$ cat src/rtl/cond_unit.sv
// Flag-holding condition evaluator with masked ALU updates, NUM_PORTS registered
// condition queries and a DEPTH-entry LIFO flag checkpoint stack.
// Optional FLAG_BYPASS_EN: queries see the next flag value instead of the register.

module cond_lane (
  input  logic [3:0] flags_i,
  input  logic [3:0] sel_i,
  output logic       pass_o
);
  logic c, n, v, z;
  assign {c, n, v, z} = flags_i;

  always_comb begin
    pass_o = 1'b0;
    case (sel_i)
      4'd0:  pass_o = z;
      4'd1:  pass_o = ~z;
      4'd2:  pass_o = c;
      4'd3:  pass_o = ~c;
      4'd4:  pass_o = n;
      4'd5:  pass_o = ~n;
      4'd6:  pass_o = v;
      4'd7:  pass_o = ~v;
      4'd8:  pass_o = c & ~z;
      4'd9:  pass_o = ~c | z;
      4'd10: pass_o = ~(n ^ v);
      4'd11: pass_o = n ^ v;
      4'd12: pass_o = ~z & ~(n ^ v);
      4'd13: pass_o = z | (n ^ v);
      default: pass_o = 1'b1;
    endcase
  end
endmodule

module cond_unit #(
  parameter int          NUM_PORTS   = 2,
  parameter int          DEPTH       = 4,
  parameter logic [3:0]  RESET_FLAGS = 4'b0000
) (
  input  logic                   clk,
  input  logic                   rst_n,
  input  logic                   flag_we,
  input  logic [3:0]             flag_in,
  input  logic [3:0]             flag_mask,
  input  logic [NUM_PORTS-1:0]   cond_valid,
  input  logic [4*NUM_PORTS-1:0] cond_sel,
  output logic [NUM_PORTS-1:0]   cond_pass,
  output logic [NUM_PORTS-1:0]   pass_valid,
  output logic [3:0]             flags_out,
  input  logic                   ckpt_push,
  input  logic                   ckpt_pop,
  output logic                   ckpt_full,
  output logic                   ckpt_empty,
  output logic                   ckpt_err
);
  localparam int CW = $clog2(DEPTH + 1);

  logic [3:0]           flags_q, flags_d, merged, eval_flags, top_entry;
  logic [CW-1:0]        cnt_q, cnt_d;
  logic [3:0]           stk_q [DEPTH];
  logic                 push_ok, pop_ok, err_d, err_q;
  logic [NUM_PORTS-1:0] lane_pass, pass_q, vld_q;

  assign ckpt_full  = (cnt_q == CW'(DEPTH));
  assign ckpt_empty = (cnt_q == '0);
  assign push_ok    = ckpt_push & ~ckpt_pop & ~ckpt_full;
  assign pop_ok     = ckpt_pop & ~ckpt_push & ~ckpt_empty;
  assign err_d      = (ckpt_push & ckpt_pop) | (ckpt_push & ckpt_full) | (ckpt_pop & ckpt_empty);
  assign merged     = flag_we ? ((flags_q & ~flag_mask) | (flag_in & flag_mask)) : flags_q;

`ifdef FLAG_BYPASS_EN
  // A legal pop overrides the update, so queries then see the pre-pop register.
  assign eval_flags = pop_ok ? flags_q : merged;
`else
  assign eval_flags = flags_q;
`endif

  always_comb begin
    top_entry = '0;
    for (int i = 0; i < DEPTH; i++)
      if (cnt_q == CW'(i + 1)) top_entry = stk_q[i];
  end

  always_comb begin
    flags_d = pop_ok ? top_entry : merged;
    cnt_d   = cnt_q;
    if (push_ok)     cnt_d = cnt_q + 1'b1;
    else if (pop_ok) cnt_d = cnt_q - 1'b1;
  end

  for (genvar g = 0; g < NUM_PORTS; g++) begin : g_lane
    cond_lane u_lane (
      .flags_i (eval_flags),
      .sel_i   (cond_sel[4*g +: 4]),
      .pass_o  (lane_pass[g])
    );
  end

  always_ff @(posedge clk or negedge rst_n) begin
    if (!rst_n) begin
      flags_q <= RESET_FLAGS;
      cnt_q   <= '0;
      err_q   <= 1'b0;
      pass_q  <= '0;
      vld_q   <= '0;
    end else begin
      flags_q <= flags_d;
      cnt_q   <= cnt_d;
      err_q   <= err_d;
      pass_q  <= lane_pass & cond_valid;
      vld_q   <= cond_valid;
    end
  end

  // Stack storage needs no reset: entries above the count are never read.
  always_ff @(posedge clk) begin
    for (int i = 0; i < DEPTH; i++)
      if (push_ok && cnt_q == CW'(i)) stk_q[i] <= flags_q;
  end

  assign flags_out  = flags_q;
  assign cond_pass  = pass_q;
  assign pass_valid = vld_q;
  assign ckpt_err   = err_q;
endmodule

$ cat config.mk
export PLATFORM = sky130hd
export DESIGN_NAME = cond_unit
export DESIGN_NICKNAME = d
export VERILOG_FILES = /design/src/rtl/cond_unit.sv
export SDC_FILE = /design/constraint.sdc
export NUM_CORES = 1
export LEC_CHECK = 0
export BUFFER_PORTS_ARGS = -buffer_cell sky130_fd_sc_hd__buf_4
export CAP_MARGIN = 20
export CORE_ASPECT_RATIO = 1.25
export CORE_MARGIN = 4
export CORE_UTILIZATION = 58
export CTS_CLUSTER_SIZE = 20
export DETAILED_ROUTE_END_ITERATION = 10
export PLACE_DENSITY = 0.83
export SLEW_MARGIN = 20
export SYNTH_ARGS = -nofsm -noshare
export SYNTH_HDL_FRONTEND = slang
export SYNTH_SLANG_ARGS = --single-unit
$ cat constraint.sdc
create_clock -name clk -period 5.2 [get_ports clk]
set_clock_uncertainty 0.05 [all_clocks]
set_input_delay 0.52 -clock clk [delete_from_list [all_inputs] [get_ports clk]]
set_output_delay 0.52 -clock clk [all_outputs]
set_load 0.02 [all_outputs]
==> impl_metrics.json <==
{
  "overflow": 0,
  "power.density_mw_per_mm2": 449,
  "timing.final.ws_setup_ns": 2.87,
  "ir_drop_v": 0.000329,
  "seq_area_frac_synth_pct": 49.1,
  "routedWlPerCell_um": 16.8,
  "crit_path_max_fanout": 15,
  "gp_congestion": 0.768,
  "cts_tree": "yes",
  "initial_core_util_pct": 62.9,
  "grt_pass1_vias": 1233,
  "critPathKind": "register to output port",
  "postSynthAreaPerCell_um2": 10.6,
  "gr-usage-all-layers_pct": 22.6,
  "drtAntennaViolNets": 0,
  "max_freq_mhz": 429,
  "leakagePower_nw": 0.797,
  "num_vias": 1323,
  "drtPass1Iterations": 4,
  "wirelength_mm": 3.60,
  "drc_errors": 0,
  "finalSetupTns_ns": 0,
  "synth.distinct_cells": 42,
  "first_iter_violations": 62,
  "min_period_ns": 2.33,
  "num_antenna_cells": 0,
  "antenna_found_initial": 0,
  "drv_cap": 0,
  "rsz0062_at_grt": "no",
  "clk_latency_ns": 0.31,
  "layout_commonest_cell": "buf_4",
  "via_per_inst": 6.18,
  "power_mw": 0.842,
  "hold_viol": 0,
  "setup_viol": 0,
  "drive_above_1_share_pct": 21.5,
  "drv_slew": 0,
  "crit_path_start_kind": "register",
  "cts-root-buf": "clkbuf_4",
  "cp.required_ns": 4.63,
  "end_kind": "output port",
  "fillCellCount": 179,
  "dp_slack_ns": 3.23,
  "io_pins": 34,
  "arrival_ns": 1.76,
  "area_delta_synth_final_pct": 18.1,
  "port_buffers": 33,
  "cts_buffers": 3,
  "most-common-layout-cells": "buf_4 (33), nand2_1 (23), edfxtp_1 (16), dfrtp_1 (12)",
  "dieWidth_um": 54.8,
  "whs_ns": 0.272,
  "core_mm2": 0.00253,
  "grt_max_degree": 16,
  "syn_inst": 150,
  "rows": 20,
  "die_h_um": 66.5,
  "worst_slew_pin_slew_ns": 0.448,
  "ys_warn_count": 0,
  "async_flop_share_pct": 42.9,
  "dpl.hpwl_mm": 2.70,
  "syn-cell-area_mm2": 0.00159,
  "fin_nets": 212,
  "synth_edf_count": 16,
  "cts.repair.resized": 0,
  "status": "finished, final reports clean",
  "synth_seq_cells": 28,
  "hold_class": "input pin to register",
  "die_area_mm2": 0.00365,
  "finish.utilization_pct": 74.3,
  "syn_nets": 179,
  "clock_sinks": 28,
  "grt_pass1_wl_mm": 5.75,
  "htree_levels": 1,
  "cts_max_path_buffers": 2,
  "ys.flop_type": "edfxtp_1",
  "slew_headroom_pct": 70.2,
  "clk_pin_slew_ns": 0.13,
  "fin_crit_sh_pct": 44.8
}
==> critical path, stage by stage, from the launching register on <==
cell and delay (ns):
dfrtp_1 0.47, inv_1 0.13, ha_1 0.44, nand2_1 0.16, inv_1 0.10, buf_4 0.14
==> logic make-up (layout without fill, tap and decap cells) <==
kind of cell	Yosys count	count (layout)	synth area share, %
flip-flops	28	28	49.1
AND/OR/NAND/NOR	59	59	19.8
AO/OA/AOI/OAI	35	35	16.1
buffers and inverters	15	46	4.25
multiplexers	2	2	2.28
adder cells (fa/ha/maj)	6	6	4.72
XOR/XNOR	5	5	3.62
==> final cells by class <==
| cell class | count | area [um^2] | share of cell area [%] |
|---|---|---|---|
| repair buffers | 34 | 258 | 13.7 |
| inverters | 9 | 33.8 | 1.80 |
| clock buffers | 3 | 22.5 | 1.20 |
| well taps | 33 | 41.3 | 2.20 |
| flip-flops and latches | 28 | 781 | 41.6 |
| multi-input cells | 107 | 741 | 39.5 |
==> synthesized netlist by cell type (5+ instances only) <==
| library cell | count | area (um^2) |
|---|---|---|
| nand3_1 | 6 | 30.0 |
| o21ai_0 | 8 | 40.0 |
| ha_1 | 6 | 75.1 |
| nand3b_1 | 6 | 45.0 |
| inv_1 | 8 | 30.0 |
| edfxtp_1 | 16 | 480 |
| nand2_1 | 23 | 86.3 |
| dfrtp_1 | 12 | 300 |
| nor2b_1 | 5 | 31.3 |
| nor2_1 | 5 | 18.8 |
==> power breakdown <==
| part | switching [mW] | internal [mW] | leakage (nW) |
|---|---|---|---|
| Sequential | 0.0704 | 0.295 | 0.290 |
| Combinational | 0.218 | 0.177 | 0.493 |
| Clock | 0.0546 | 0.0271 | 0.0138 |
==> through the flow <==
| step | instance area, um^2 | instances |
|---|---|---|
| after CTS | 1880 | 214 |
| after detailed placement | 1840 | 210 |
| after global placement | 1840 | 210 |
| final | 1880 | 214 |
| after global routing | 1880 | 214 |
| after floorplan | 1590 | 150 |
==> repair_timing <==
| item | CTS | global route |
|---|---|---|
| buffers inserted | 0 | 0 |
| endpoints found under the setup margin | 0 | 0 |
| hold buffers | 1 | 0 |
| endpoints found under the hold margin | 12 | 0 |
==> per-layer routing <==
metal	vias up	wire length, um	track usage [%]
li1	623	-	-
met1	620	1420	26.8
met2	72	1860	38.2
met3	8	231	3.36
met4	0	83	11.8
met5	-	0	0
==> path summary, 6_finish.rpt <==
kind                          startpoint                          to  slack, ns  cells past startpoint
max                             cnt_q[1]                  ckpt_empty       2.87                      5
min                        cond_valid[0]               pass_valid[0]       0.27                      1
max reg2reg                     cnt_q[1]                 stk_q[0][0]       3.26                      4
min reg2reg                  stk_q[2][2]                    register       0.57                      2
max in group asynchronous          rst_n  asynchronous set/reset pin       4.41                      2
min in group asynchronous          rst_n  asynchronous set/reset pin       0.52                      2
Note: power is estimated with default switching activity, not from simulation.
